$ cat config.mk
export PLATFORM = sky130hd
export DESIGN_NAME = stepper_move_planner
export DESIGN_NICKNAME = d
export VERILOG_FILES = /design/src/rtl/stepper_pkg.sv /design/src/rtl/planner_tick_gen.sv /design/src/rtl/stepper_move_planner.sv
export SDC_FILE = /design/constraint.sdc
export NUM_CORES = 1
export LEC_CHECK = 0
export BUFFER_PORTS_ARGS = -buffer_cell sky130_fd_sc_hd__buf_2
export CORE_MARGIN = 1.5
export CORE_UTILIZATION = 50
export CTS_BUF_LIST = sky130_fd_sc_hd__clkbuf_4 sky130_fd_sc_hd__clkbuf_8 sky130_fd_sc_hd__clkbuf_16
export DETAILED_ROUTE_END_ITERATION = 10
export GPL_ROUTABILITY_DRIVEN = 0
export HOLD_SLACK_MARGIN = 0.05
export PLACE_DENSITY = 0.69
export SYNTH_ARGS = -nofsm -noshare
export SYNTH_HDL_FRONTEND = slang
export SYNTH_SLANG_ARGS = --single-unit
export TNS_END_PERCENT = 30
$ cat constraint.sdc
create_clock -name clock -period 8.2 [get_ports clock]
set_input_delay 1.64 -clock clock [delete_from_list [all_inputs] [get_ports clock]]
set_output_delay 1.64 -clock clock [all_outputs]
set_load 0.03 [all_outputs]
$ cat src/rtl/stepper_pkg.sv
// Shared definitions for the stepper planner and the phase sequencer:
// FSM state encodings, direction encoding and the speed word width.
package stepper_pkg;

  localparam int SPEED_W = 8;

  localparam logic [1:0] ST_IDLE   = 2'd0;
  localparam logic [1:0] ST_ACCEL  = 2'd1;
  localparam logic [1:0] ST_CRUISE = 2'd2;
  localparam logic [1:0] ST_DECEL  = 2'd3;

  localparam logic DIR_POS = 1'b0;
  localparam logic DIR_NEG = 1'b1;

  // Magnitude of a signed 16-bit step count; -32768 maps to 16'h8000.
  function automatic logic [15:0] abs_steps(input logic [15:0] s);
    return s[15] ? (~s + 16'd1) : s;
  endfunction

endpackage

$ cat src/rtl/planner_tick_gen.sv
// Free-running prescaler: tick_o is high for one clock every TICK_DIV clocks.
module planner_tick_gen #(
  parameter int TICK_DIV = 500
) (
  input  logic clk_i,
  input  logic rst_i,
  output logic tick_o
);

  localparam int CNT_W = (TICK_DIV > 1) ? $clog2(TICK_DIV) : 1;
  localparam logic [CNT_W-1:0] LAST = CNT_W'(TICK_DIV - 1);

  logic [CNT_W-1:0] cnt_q, cnt_d;

  // Wrap the counter at TICK_DIV-1.
  always_comb begin
    cnt_d = (cnt_q == LAST) ? '0 : cnt_q + 1'b1;
  end

  // Counter register, cleared by reset.
  always_ff @(posedge clk_i) begin
    if (rst_i) cnt_q <= '0;
    else       cnt_q <= cnt_d;
  end

  assign tick_o = (cnt_q == LAST);

endmodule

$ cat src/rtl/stepper_move_planner.sv
// Trapezoidal move planner: takes a relative move command and emits step
// pulses from a phase accumulator whose rate ramps between VMIN and vmax.
module stepper_move_planner
  import stepper_pkg::*;
#(
  parameter int TICK_DIV   = 500,
  parameter int ACC_W      = 16,
  parameter int RAMP_TICKS = 1000,
  parameter int VMIN       = 8,
  parameter int POS_W      = 24
) (
  input  logic                      clock,
  input  logic                      rst,
  input  logic                      cmd_valid,
  output logic                      cmd_ready,
  input  logic signed [15:0]        cmd_steps,
  input  logic [SPEED_W-1:0]        cmd_vmax,
  input  logic                      abort,
  output logic                      step_pulse,
  output logic                      direccion,
  output logic [SPEED_W-1:0]        velocidad,
  output logic                      busy,
  output logic                      done,
  output logic signed [POS_W-1:0]   position
);

  localparam int RAMP_W = (RAMP_TICKS > 1) ? $clog2(RAMP_TICKS) : 1;
  localparam logic [RAMP_W-1:0]      RAMP_LAST = RAMP_W'(RAMP_TICKS - 1);
  localparam logic [SPEED_W-1:0]     VMIN_V    = SPEED_W'(VMIN);
  localparam logic signed [POS_W-1:0] POS_ONE  = POS_W'(1);

  // Clamp the requested peak speed up to the start/stop speed.
  function automatic logic [SPEED_W-1:0] sat_vmax(input logic [SPEED_W-1:0] v);
    return (v < VMIN_V) ? VMIN_V : v;
  endfunction

  function automatic logic [15:0] min16(input logic [15:0] a, input logic [15:0] b);
    return (a < b) ? a : b;
  endfunction

  logic                      tick;
  logic [1:0]                state_q, state_d;
  logic [15:0]               remaining_q, remaining_d;
  logic [15:0]               accel_steps_q, accel_steps_d;
  logic [SPEED_W-1:0]        vmax_q, vmax_d, vel_q, vel_d;
  logic [ACC_W-1:0]          acc_q, acc_d;
  logic [RAMP_W-1:0]         ramp_q, ramp_d;
  logic                      dir_q, dir_d, step_q, step_d, done_q, done_d;
  logic signed [POS_W-1:0]   pos_q, pos_d;
  logic [ACC_W:0]            acc_sum;
  logic                      step_now, ramp_hit;
  logic [15:0]               rem_after, accel_after, rem_abort;

  planner_tick_gen #(.TICK_DIV(TICK_DIV)) u_tick (
    .clk_i  (clock),
    .rst_i  (rst),
    .tick_o (tick)
  );

  // Next-state logic: command latch, stepping, ramping, abort and completion.
  always_comb begin
    state_d       = state_q;
    remaining_d   = remaining_q;
    accel_steps_d = accel_steps_q;
    vmax_d        = vmax_q;
    vel_d         = vel_q;
    acc_d         = acc_q;
    ramp_d        = ramp_q;
    dir_d         = dir_q;
    pos_d         = pos_q;
    step_d        = 1'b0;
    done_d        = 1'b0;

    acc_sum     = {1'b0, acc_q} + (ACC_W+1)'(vel_q);
    step_now    = (state_q != ST_IDLE) && tick && acc_sum[ACC_W];
    ramp_hit    = tick && (ramp_q == RAMP_LAST);
    rem_after   = remaining_q - 16'(step_now);
    accel_after = accel_steps_q + 16'(step_now && (state_q == ST_ACCEL));
    rem_abort   = min16(rem_after, accel_after);

    if (state_q == ST_IDLE) begin
      if (cmd_valid) begin
        if (cmd_steps == '0 || cmd_vmax == '0) begin
          done_d = 1'b1;
        end else begin
          remaining_d   = abs_steps(cmd_steps);
          dir_d         = cmd_steps[15] ? DIR_NEG : DIR_POS;
          vmax_d        = sat_vmax(cmd_vmax);
          vel_d         = VMIN_V;
          acc_d         = '0;
          accel_steps_d = '0;
          ramp_d        = '0;
          state_d       = ST_ACCEL;
        end
      end
    end else if (remaining_q == '0) begin
      state_d = ST_IDLE;
      vel_d   = '0;
      done_d  = 1'b1;
    end else begin
      if (tick) acc_d = acc_sum[ACC_W-1:0];
      if (step_now) begin
        step_d      = 1'b1;
        remaining_d = rem_after;
        pos_d       = (dir_q == DIR_NEG) ? pos_q - POS_ONE : pos_q + POS_ONE;
      end
      accel_steps_d = accel_after;

      case (state_q)
        ST_ACCEL: begin
          // Running out of distance outranks reaching peak speed.
          if (remaining_q <= accel_steps_q) begin
            state_d = ST_DECEL;
            ramp_d  = '0;
          end else if (vel_q >= vmax_q) begin
            state_d = ST_CRUISE;
            ramp_d  = '0;
          end else if (tick) begin
            if (ramp_hit) begin
              vel_d  = vel_q + 1'b1;
              ramp_d = '0;
            end else begin
              ramp_d = ramp_q + 1'b1;
            end
          end
        end
        ST_CRUISE: begin
          ramp_d = '0;
          if (remaining_q <= accel_steps_q) state_d = ST_DECEL;
        end
        default: begin
          if (tick) begin
            if (ramp_hit) begin
              if (vel_q > VMIN_V) vel_d = vel_q - 1'b1;
              ramp_d = '0;
            end else begin
              ramp_d = ramp_q + 1'b1;
            end
          end
        end
      endcase

      // Controlled stop: only as many steps as it took to get up to speed.
      if (abort && (state_q == ST_ACCEL || state_q == ST_CRUISE)) begin
        state_d     = ST_DECEL;
        ramp_d      = '0;
        remaining_d = rem_abort;
        vel_d       = vel_q;
        if (rem_abort == '0) begin
          state_d = ST_IDLE;
          vel_d   = '0;
          done_d  = 1'b1;
        end
      end
    end
  end

  // State and datapath registers with synchronous reset.
  always_ff @(posedge clock) begin
    if (rst) begin
      state_q       <= ST_IDLE;
      remaining_q   <= '0;
      accel_steps_q <= '0;
      vmax_q        <= '0;
      vel_q         <= '0;
      acc_q         <= '0;
      ramp_q        <= '0;
      dir_q         <= DIR_POS;
      pos_q         <= '0;
      step_q        <= 1'b0;
      done_q        <= 1'b0;
    end else begin
      state_q       <= state_d;
      remaining_q   <= remaining_d;
      accel_steps_q <= accel_steps_d;
      vmax_q        <= vmax_d;
      vel_q         <= vel_d;
      acc_q         <= acc_d;
      ramp_q        <= ramp_d;
      dir_q         <= dir_d;
      pos_q         <= pos_d;
      step_q        <= step_d;
      done_q        <= done_d;
    end
  end

  assign cmd_ready  = (state_q == ST_IDLE);
  assign busy       = (state_q != ST_IDLE);
  assign step_pulse = step_q;
  assign direccion  = dir_q;
  assign velocidad  = vel_q;
  assign done       = done_q;
  assign position   = pos_q;

endmodule

==> results.py, run 1 <==
metrics = {
    "finish": {
        "drive_gt1_frac": 0.0964,
        "area_growth_pct": 9.66,
        "final_area_sq_um": 9270,
        "nNetsFinal": 1252,
        "antennaDiodeCount": 0,
        "fin_util": 0.561,
    },
    "yosys": {
        "synth_cells": 1095,
        "yosys_register_bits": 112,
        "synth_area_leaders": "dfxtp_1, ha_1, nor2_1, nand2_1, a21oi_1",
        "yosys_warnings": 0,
        "yosys.area.top_type_share": 0.265,
        "synth_edf_count": 0,
        "syn-num-nets": 1211,
        "synth_most_common_cell": "nor2_1",
        "synth_largest_area_cell": "dfxtp_1",
        "ys_async_sr_fraction": 0,
        "ys.flop_type": "dfxtp_1",
        "avgSynthCellArea_sq_um": 7.72,
        "seq_area_frac_synth": 0.265,
        "synthDistinctLibCells": 76,
        "synthesis.area_sq_um": 8450,
        "ys_top_cells_by_count": "nor2_1, nand2_1, dfxtp_1",
    },
    "pwr": {
        "leakage_nw": 3.94,
        "p_seq_frac": 0.270,
        "power.share.switching": 0.467,
        "p_int_mw": 1.47,
        "power_density_nw_per_um2": 298,
        "comb_power_share": 0.548,
        "finalPower_mw": 2.77,
        "p_switching_mw": 1.29,
        "p_clk_frac": 0.182,
        "peakVddDrop_mv": 0.162,
    },
    "sta": {
        "max_freq_mhz": 148,
        "relSlewSlack": 0.348,
        "tightest_slew_ps": 977,
        "hold_viol": 0,
        "final.setup.tns_ps": 0,
        "finalCritPeriodShare": 0.824,
        "drv_slew": 0,
        "rsz0062_at_grt": "false",
        "fin_skew_ps": 12.3,
        "fin_crit_ps": 6760,
        "finalSetupViolations": 0,
    },
    "clocking": {
        "post-cts-setup-buffers": 0,
        "cts_buffers": 9,
        "cts_tree": "done",
        "cts_root_buffer": "clkbuf_16",
        "hold_buffers": 0,
        "cts.path.max_buffers": 2,
        "cts.repair.resized": 0,
        "clkLatencyLatePin_ps": 360,
        "clkTransAtPathRegs_ps": 80,
        "cts_sinks": 112,
        "htreeDepth": 3,
    },
    "critical_path": {
        "rr_startpoint": "velocidad[0]",
        "crit_top_cell": "ha_1",
        "crit_fanout": 16,
        "r2r-end": "velocidad[0]",
        "cp_slowest_cell": "a2111oi_2",
        "cp.arrival_ps": 6990,
        "endpoint_kind": "flop",
        "cpPeakStageDelay_ps": 750,
        "r2r_cells": 25,
        "path_class": "flop to flop",
        "r2r_slack_ps": 1440,
        "required_ps": 8430,
        "cp-start-kind": "flop",
    },
    "grt": {
        "grt_pass1_wl_um": 35000,
        "gr-usage-all-layers": 0.241,
        "grt_pass1_vias": 7112,
        "grt_max_degree": 57,
        "globalRouteOverflowTotal": 0,
        "antenna_found_initial": 1,
    },
    "min_path": {
        "hold_path.class": "flop to flop",
        "min_path_cells": 2,
        "worst_hold_path.endpoint": "vmax_q[5]",
        "hold_start": "vmax_q[5]",
    },
    "place": {
        "dpl_cell_area_sq_um": 8930,
        "numPortBuffers": 64,
        "dp_hpwl_um": 15400,
    },
    "routing": {
        "postRouteAntennaNets": 0,
        "postRouteWirelength_um": 20700,
        "vias": 7739,
        "firstDrtPassIters": 5,
        "wl_per_cell_um": 15.2,
        "drc": 0,
        "avgViaCountPerCell": 5.69,
        "drt_iter0_drc": 532,
    },
    "outcome": {
        "outcome": "complete, no violations",
    },
    "floorplanning": {
        "die_area_sq_um": 17700,
        "placementRows": 47,
        "fp.dieH_um": 133,
        "io_pins": 65,
        "core_area_sq_um": 16500,
        "start_util": 0.511,
        "die_w_um": 133,
    },
    "flow_run": {
        "drv_cap": 0,
    },
}
[cells by family (layout without fill, tap and decap cells)]
| group | Yosys count | in the layout | share of synthesized area |
|---|---|---|---|
| buffers and inverters | 106 | 152 | 0.0496 |
| AO/OA/AOI/OAI | 263 | 263 | 0.198 |
| multiplexers | 18 | 18 | 0.0221 |
| adder cells (fa/ha/maj) | 88 | 88 | 0.133 |
| AND/OR/NAND/NOR | 419 | 419 | 0.239 |
| flip-flops | 112 | 112 | 0.265 |
| XOR/XNOR | 89 | 89 | 0.0931 |
[layout by cell type (no fill, tap or decap), drive strengths merged, types with 12 or more instances in the layout]
cell type / synthesis / final
a211oi: 25 / 25
a21oi: 89 / 89
a31oi: 13 / 13
buf: 15 / 72
dfxtp: 112 / 112
ha: 85 / 85
inv: 63 / 67
mux2i: 16 / 16
nand2: 124 / 124
nand3: 32 / 32
nand4: 25 / 25
nor2: 127 / 127
nor2b: 12 / 12
nor3: 25 / 25
nor4: 14 / 14
o21ai: 59 / 59
or3: 14 / 14
xnor2: 47 / 47
xor2: 42 / 42
[power groups by stage]
stage               clock, mW  combinational, mW  sequential (mW)
floorplan                   0               1.16            0.753
global placement            0               1.48            0.756
detailed placement          0               1.50            0.755
CTS                     0.511               1.51            0.743
global route            0.531               1.71            0.760
finish                  0.503               1.52            0.747
[how the worst max path moves through the flow]
stage,startpoint,end,cells after the start
floorplan,velocidad[0],velocidad[3],27
global placement,velocidad[0],velocidad[4],25
detailed placement,velocidad[0],velocidad[0],25
CTS,velocidad[0],velocidad[6],25
global route,velocidad[0],velocidad[3],25
finish,velocidad[0],velocidad[0],25
[area by class of cell]
cell class / instances / area [sq um]
Clock buffer: 9 / 225
Clock inverter: 7 / 108
Fill cell: 1596 / 7260
Inverter: 64 / 240
Multi-Input combinational cell: 877 / 5790
Sequential cell: 112 / 2240
Tap cell: 220 / 275
Timing Repair Buffer: 72 / 380
[worst max-delay path: cells and delay by family, from the launching register on]
kind                     cells  cell delay, ps
AO/OA/AOI/OAI                9            2580
AND/OR/NAND/NOR              9            1870
adder cells (fa/ha/maj)      5            1390
flip-flops                   1             420
XOR/XNOR                     1             290
buffers and inverters        1              60
[metrics by stage]
stage,hold slack [ps],setup WS [ps],std cells
floorplan,426,2300,1095
global placement,442,1810,1345
CTS,459,1520,1361
global route,486,876,1361
finish,458,1440,1361
detailed placement,447,1570,1345
[registers in the layout, summed over array words and instances (netlist names)]
| signal | count |
|---|---|
| state_q | 2 |
| done | 1 |
| remaining_q | 16 |
| velocidad | 8 |
| position | 24 |
| vmax_q | 8 |
| accel_steps_q | 16 |
| acc_q | 16 |
| ramp_q | 10 |
| direccion | 1 |
| step_pulse | 1 |
| u_tick.cnt_q | 9 |
[metal layers]
metal | track usage | wire length [um] | vias to the layer above
met1 | 0.345 | 10300 | 3550
met5 | 0 | 13 | -
met4 | 0.0672 | 302 | 2
met3 | 0.0268 | 1100 | 25
li1 | - | - | 3984
met2 | 0.383 | 9040 | 178
(Power assumes the default switching activity.)
==> inputs of run 2 (changes only) <==
==> constraint.sdc (replaced) <==
create_clock -name clock -period 6.4 [get_ports clock]
set_input_delay 1.28 -clock clock [delete_from_list [all_inputs] [get_ports clock]]
set_output_delay 1.28 -clock clock [all_outputs]
set_load 0.03 [all_outputs]
==> results.py, run 2 (same netlist as run 1, synthesis figures left out) <==
metrics = {
    "critical_path": {
        "r2r-end": "velocidad[2]",
        "r2r_cells": 26,
        "crit_fanout": 16,
        "cp.arrival_ps": 6170,
        "r2r_slack_ps": 520,
        "rr_startpoint": "velocidad[0]",
        "crit_start": "velocidad[0]",
        "required_ps": 6690,
        "path_class": "flop to flop",
        "crit_end": "velocidad[2]",
        "endpoint_kind": "flop",
        "cp-start-kind": "flop",
    },
    "routing": {
        "avgViaCountPerCell": 5.79,
        "vias": 7960,
        "firstDrtPassIters": 5,
        "drt_iter0_drc": 517,
        "postRouteWirelength_um": 21400,
        "wl_per_cell_um": 15.6,
        "drc": 0,
        "postRouteAntennaNets": 0,
    },
    "clocking": {
        "clkTransAtPathRegs_ps": 80,
        "cts.path.max_buffers": 2,
        "htreeDepth": 3,
        "cts_buffers": 9,
        "cts_tree": "done",
        "cts_sinks": 112,
        "cts_root_buffer": "clkbuf_16",
        "clkLatencyLatePin_ps": 370,
    },
    "grt": {
        "globalRouteOverflowTotal": 0,
        "grt_use_met1": 0.337,
        "gr-usage-all-layers": 0.248,
        "grt_pass1_vias": 7383,
        "met3_usage": 0.0421,
        "antenna_found_initial": 1,
        "grt_max_degree": 91,
        "use_met2": 0.405,
        "grt_pass1_wl_um": 35800,
        "grt.busiest_layer": "met2",
    },
    "finish": {
        "nNetsFinal": 1265,
        "largest_reg_flops": 24,
        "final_common_cell": "nor2_1",
        "area_growth_pct": 11.4,
        "antennaDiodeCount": 0,
        "mostFrequentLayoutCells": "nor2_1, nand2_1, dfxtp_1",
        "final_cells": 1374,
        "drive_gt1_frac": 0.109,
    },
    "place": {
        "numPortBuffers": 64,
        "pre_cts_ws_ps": 38.6,
        "dp_cells": 1356,
        "dp_hpwl_um": 15700,
    },
    "pwr": {
        "leakage_nw": 4.00,
        "power_density_nw_per_um2": 386,
        "finalPower_mw": 3.63,
        "peakVddDrop_mv": 0.308,
    },
    "sta": {
        "fin_crit_ps": 5880,
        "fin_skew_ps": 10.7,
        "finalCritPeriodShare": 0.918,
        "final.setup.tns_ps": 0,
        "max_freq_mhz": 170,
        "relSlewSlack": 0.323,
        "hold_ws_ps": 453,
        "hold_viol": 0,
        "worst_slack_ps": 523,
        "drv_slew": 0,
        "finalSetupViolations": 0,
        "tightest_slew_ps": 1020,
    },
    "outcome": {
        "outcome": "complete, no violations",
    },
    "floorplanning": {
        "io_pins": 65,
        "placementRows": 47,
        "die_area_sq_um": 17700,
        "die_w_um": 133,
        "start_util": 0.511,
        "fp.dieH_um": 133,
        "core_area_sq_um": 16500,
    },
    "flow_run": {
        "drv_cap": 0,
    },
    "min_path": {
        "hold_path.class": "flop to flop",
    },
}
## run 2: cell count changes in the layout (fill, tap and decap cells not counted), sizes merged
cell	previous run	this run
buf	72	85
## run 2: repair_timing
action                     CTS  global route
gates resized for setup      0             8
hold buffers                 0             0
setup endpoints to repair    6            27
pin swaps                    1             1
setup buffers                1             1
## run 2: metal layers
| metal | wire length (um) | up-vias |
|---|---|---|
| met5 | 13 | - |
| met4 | 294 | 2 |
| met3 | 1210 | 30 |
| met2 | 9730 | 220 |
| met1 | 10200 | 3694 |
| li1 | - | 4014 |
## run 2: report_power, final
part	internal (mW)	leakage, nW	switching, mW
Sequential	0.793	0.909	0.168
Clock	0.354	0.162	0.300
Combinational	0.787	2.93	1.23
Total	1.93	4.00	1.70
## run 2: area by class of cell
class	count	area, sq um
clock buffers	9	225
flip-flops and latches	112	2240
multi-input cells	877	5820
fillers	1509	7110
repair buffers	85	494
well taps	220	275
inverters	64	240
clock inverters	7	110
## run 2: stage by stage
step / cell area (sq um) / utilization
CTS: 9370 / 0.567
detailed placement: 9010 / 0.546
global placement: 9010 / 0.546
global route: 9410 / 0.570
floorplan: 8450 / -
finish: 9410 / 0.570
## run 2: worst min path at each step
stage	start	endpoint	depth (start not counted)
final	vmax_q[2]	vmax_q[2]	2
after global routing	vmax_q[4]	vmax_q[4]	2
after CTS	vmax_q[2]	vmax_q[2]	2
after detailed placement	vmax_q[2]	vmax_q[2]	2
after global placement	u_tick.cnt_q[0]	u_tick.cnt_q[0]	1
after floorplan	u_tick.cnt_q[0]	u_tick.cnt_q[0]	1
## run 2: critical path: stages, from the launching register on
cell	delay [ps]
dfxtp_2	390
ha_1	180
inv_1	50
fa_1	400
nor2b_1	140
o21ai_0	100
a21boi_1	210
o21ai_1	150
a2111oi_4	380
buf_4	200
ha_1	200
nor4b_4	340
nand2_1	140
or4_1	440
xor2_1	190
clkinv_1	130
ha_1	320
nand2_1	70
o21ai_0	240
nor2_1	70
o211ai_1	120
nor3b_1	270
a22o_4	180
a211oi_4	60
buf_12	180
or4_1	460
a21oi_1	160
==> inputs of run 3 (changes only) <==
--- a/config.mk
+++ b/config.mk
@@ -5,7 +5,10 @@
 export SDC_FILE = /design/constraint.sdc
 export NUM_CORES = 1
 export LEC_CHECK = 0
+export ABC_AREA = 1
 export BUFFER_PORTS_ARGS = -buffer_cell sky130_fd_sc_hd__buf_2
+export CAP_MARGIN = 20
+export CORE_ASPECT_RATIO = 2
 export CORE_MARGIN = 1.5
 export CORE_UTILIZATION = 50
 export CTS_BUF_LIST = sky130_fd_sc_hd__clkbuf_4 sky130_fd_sc_hd__clkbuf_8 sky130_fd_sc_hd__clkbuf_16
==> results.py, run 3 <==
metrics = {
    "clocking": {
        "cts.repair.resized": 0,
        "cts_sinks": 112,
        "clkTransAtPathRegs_ps": 80,
        "cts.path.max_buffers": 2,
        "cts_root_buffer": "clkbuf_16",
        "htreeDepth": 3,
        "clkLatencyLatePin_ps": 360,
        "cts_tree": "done",
        "hold_buffers": 0,
        "post-cts-setup-buffers": 0,
        "cts_buffers": 9,
    },
    "grt": {
        "gr-usage-all-layers": 0.293,
        "antenna_found_initial": 0,
        "grt_pass1_vias": 9067,
        "grt_max_degree": 54,
        "grt_pass1_wl_um": 43600,
        "globalRouteOverflowTotal": 0,
    },
    "yosys": {
        "synthesis.area_sq_um": 9030,
        "ys_async_sr_fraction": 0,
        "synthDistinctLibCells": 60,
        "yosys_register_bits": 112,
        "synth_area_leaders": "dfxtp_1, ha_1, nand2_1, a21oi_1, inv_1",
        "avgSynthCellArea_sq_um": 6.72,
        "synth_cells": 1344,
        "synth_most_common_cell": "nand2_1",
        "syn-num-nets": 1460,
        "ys_top_cells_by_count": "nand2_1, inv_1, a21oi_1",
        "synth_edf_count": 0,
        "yosys.area.top_type_share": 0.248,
        "ys.flop_type": "dfxtp_1",
        "seq_area_frac_synth": 0.248,
        "synth_largest_area_cell": "dfxtp_1",
        "yosys_warnings": 0,
    },
    "finish": {
        "largest_reg_flops": 24,
        "antennaDiodeCount": 0,
        "mostFrequentLayoutCells": "nand2_1, inv_1, a21oi_1",
        "fillers": 1764,
        "seq_area_sq_um": 2240,
        "multi_input_area_sq_um": 5910,
        "final_area_sq_um": 9790,
        "nNetsFinal": 1510,
        "drive_gt1_frac": 0.114,
        "final_common_cell": "nand2_1",
        "area_growth_pct": 8.34,
    },
    "floorplanning": {
        "placementRows": 69,
        "start_util": 0.510,
        "fp.dieH_um": 193,
        "die_w_um": 98.0,
        "die_area_sq_um": 18900,
        "io_pins": 65,
        "core_area_sq_um": 17700,
    },
    "place": {
        "dpl_cell_area_sq_um": 9490,
        "dp_hpwl_um": 21700,
        "numPortBuffers": 64,
    },
    "flow_run": {
        "drv_cap": 0,
    },
    "sta": {
        "fin_crit_ps": 5440,
        "drv_slew": 0,
        "fin_skew_ps": 9.75,
        "hold_viol": 0,
        "tightest_slew_ps": 1100,
        "relSlewSlack": 0.269,
        "finalCritPeriodShare": 0.850,
        "rsz0062_at_grt": "false",
        "finalSetupViolations": 0,
        "hold_ws_ps": 447,
        "max_freq_mhz": 184,
        "final.setup.tns_ps": 0,
    },
    "routing": {
        "wl_per_cell_um": 17.1,
        "drc": 0,
        "postRouteAntennaNets": 0,
        "vias": 9200,
        "avgViaCountPerCell": 5.71,
        "firstDrtPassIters": 5,
        "drt_iter0_drc": 405,
        "postRouteWirelength_um": 27500,
    },
    "pwr": {
        "finalPower_mw": 3.89,
        "power.share.switching": 0.521,
        "leakage_nw": 4.48,
        "peakVddDrop_mv": 0.171,
        "p_clk_frac": 0.148,
        "comb_power_share": 0.605,
        "p_seq_frac": 0.247,
        "power_density_nw_per_um2": 398,
        "p_switching_mw": 2.03,
        "p_int_mw": 1.86,
    },
    "critical_path": {
        "cp_slowest_cell": "dfxtp_1",
        "r2r_slack_ps": 960,
        "required_ps": 6700,
        "endpoint_kind": "flop",
        "cpPeakStageDelay_ps": 490,
        "path_class": "flop to flop",
        "cp-start-kind": "flop",
        "crit_fanout": 24,
        "cp.arrival_ps": 5740,
        "crit_top_cell": "nand2_1",
    },
    "outcome": {
        "outcome": "complete, no violations",
    },
    "min_path": {
        "hold_path.class": "flop to flop",
    },
}
## run 3: changes by cell type in the layout (fill, tap and decap cells not counted), sizes merged, moves of 15 or more
| cell | before | now |
|---|---|---|
| nor2 | 127 | 151 |
| mux2i | 16 | 1 |
| nand2 | 124 | 273 |
| inv | 67 | 185 |
| xnor2 | 47 | 13 |
| a21oi | 89 | 154 |
| o21ai | 59 | 92 |
| nand3 | 32 | 79 |
## run 3: metal layers
| layer | routed length (um) | global-route usage |
|---|---|---|
| met4 | 2380 | 0.249 |
| met5 | 0 | 0 |
| met2 | 15200 | 0.576 |
| met3 | 841 | 0.0339 |
| met1 | 9090 | 0.259 |
## run 3: power groups by stage
stage	Clock [mW]	Sequential [mW]	Combinational (mW)
6_report	0.577	0.960	2.36
5_1_grt	0.622	0.967	2.64
4_1_cts	0.590	0.953	2.35
3_5_place_dp	0	0.969	2.33
3_3_place_gp	0	0.969	2.31
2_1_floorplan	0	0.937	1.86
## run 3: worst max-delay path, delay by kind of cell, from the launching register on
kind                       cells  cell delay, ps
adders and majority gates      4            1070
buffers and inverters          3             310
AOI/OAI and AO/OA              3             420
DFF                            1             490
xor gates and xnor gates       1             320
and+or+nand+nor               22            2750
## run 3: logic make-up after synthesis
logic type,synth area share
adder cells (fa/ha/maj),0.124
multiplexers,0.00111
flip-flops,0.248
XOR/XNOR,0.0482
AO/OA/AOI/OAI,0.194
buffers and inverters,0.0974
AND/OR/NAND/NOR,0.286
## run 3: area by class of cell
cell class,instances,share of cell area
inverter,183,0.0712
sequential,112,0.229
timing repair buffer,71,0.0381
multi-input combinational,1017,0.604
clock inverter,4,0.00371
tap,213,0.0272
clock buffer,12,0.0266
## run 3: final timing paths
| path | cells after the start | from | to |
|---|---|---|---|
| setup / recovery | 33 | velocidad[1] | velocidad[7] |
| hold / removal | 1 | u_tick.cnt_q[0] | u_tick.cnt_q[0] |
| setup reg to reg | 33 | velocidad[1] | velocidad[7] |
| hold reg to reg | 1 | u_tick.cnt_q[0] | u_tick.cnt_q[0] |
## run 3: through the flow
| step | util | std cells | setup slack [ps] |
|---|---|---|---|
| floorplan | - | 1344 | 1540 |
| global placement | 0.536 | 1596 | 1180 |
| detailed placement | 0.536 | 1596 | 1010 |
| CTS | 0.553 | 1612 | 997 |
| global route | 0.553 | 1612 | 416 |
| finish | 0.553 | 1612 | 961 |
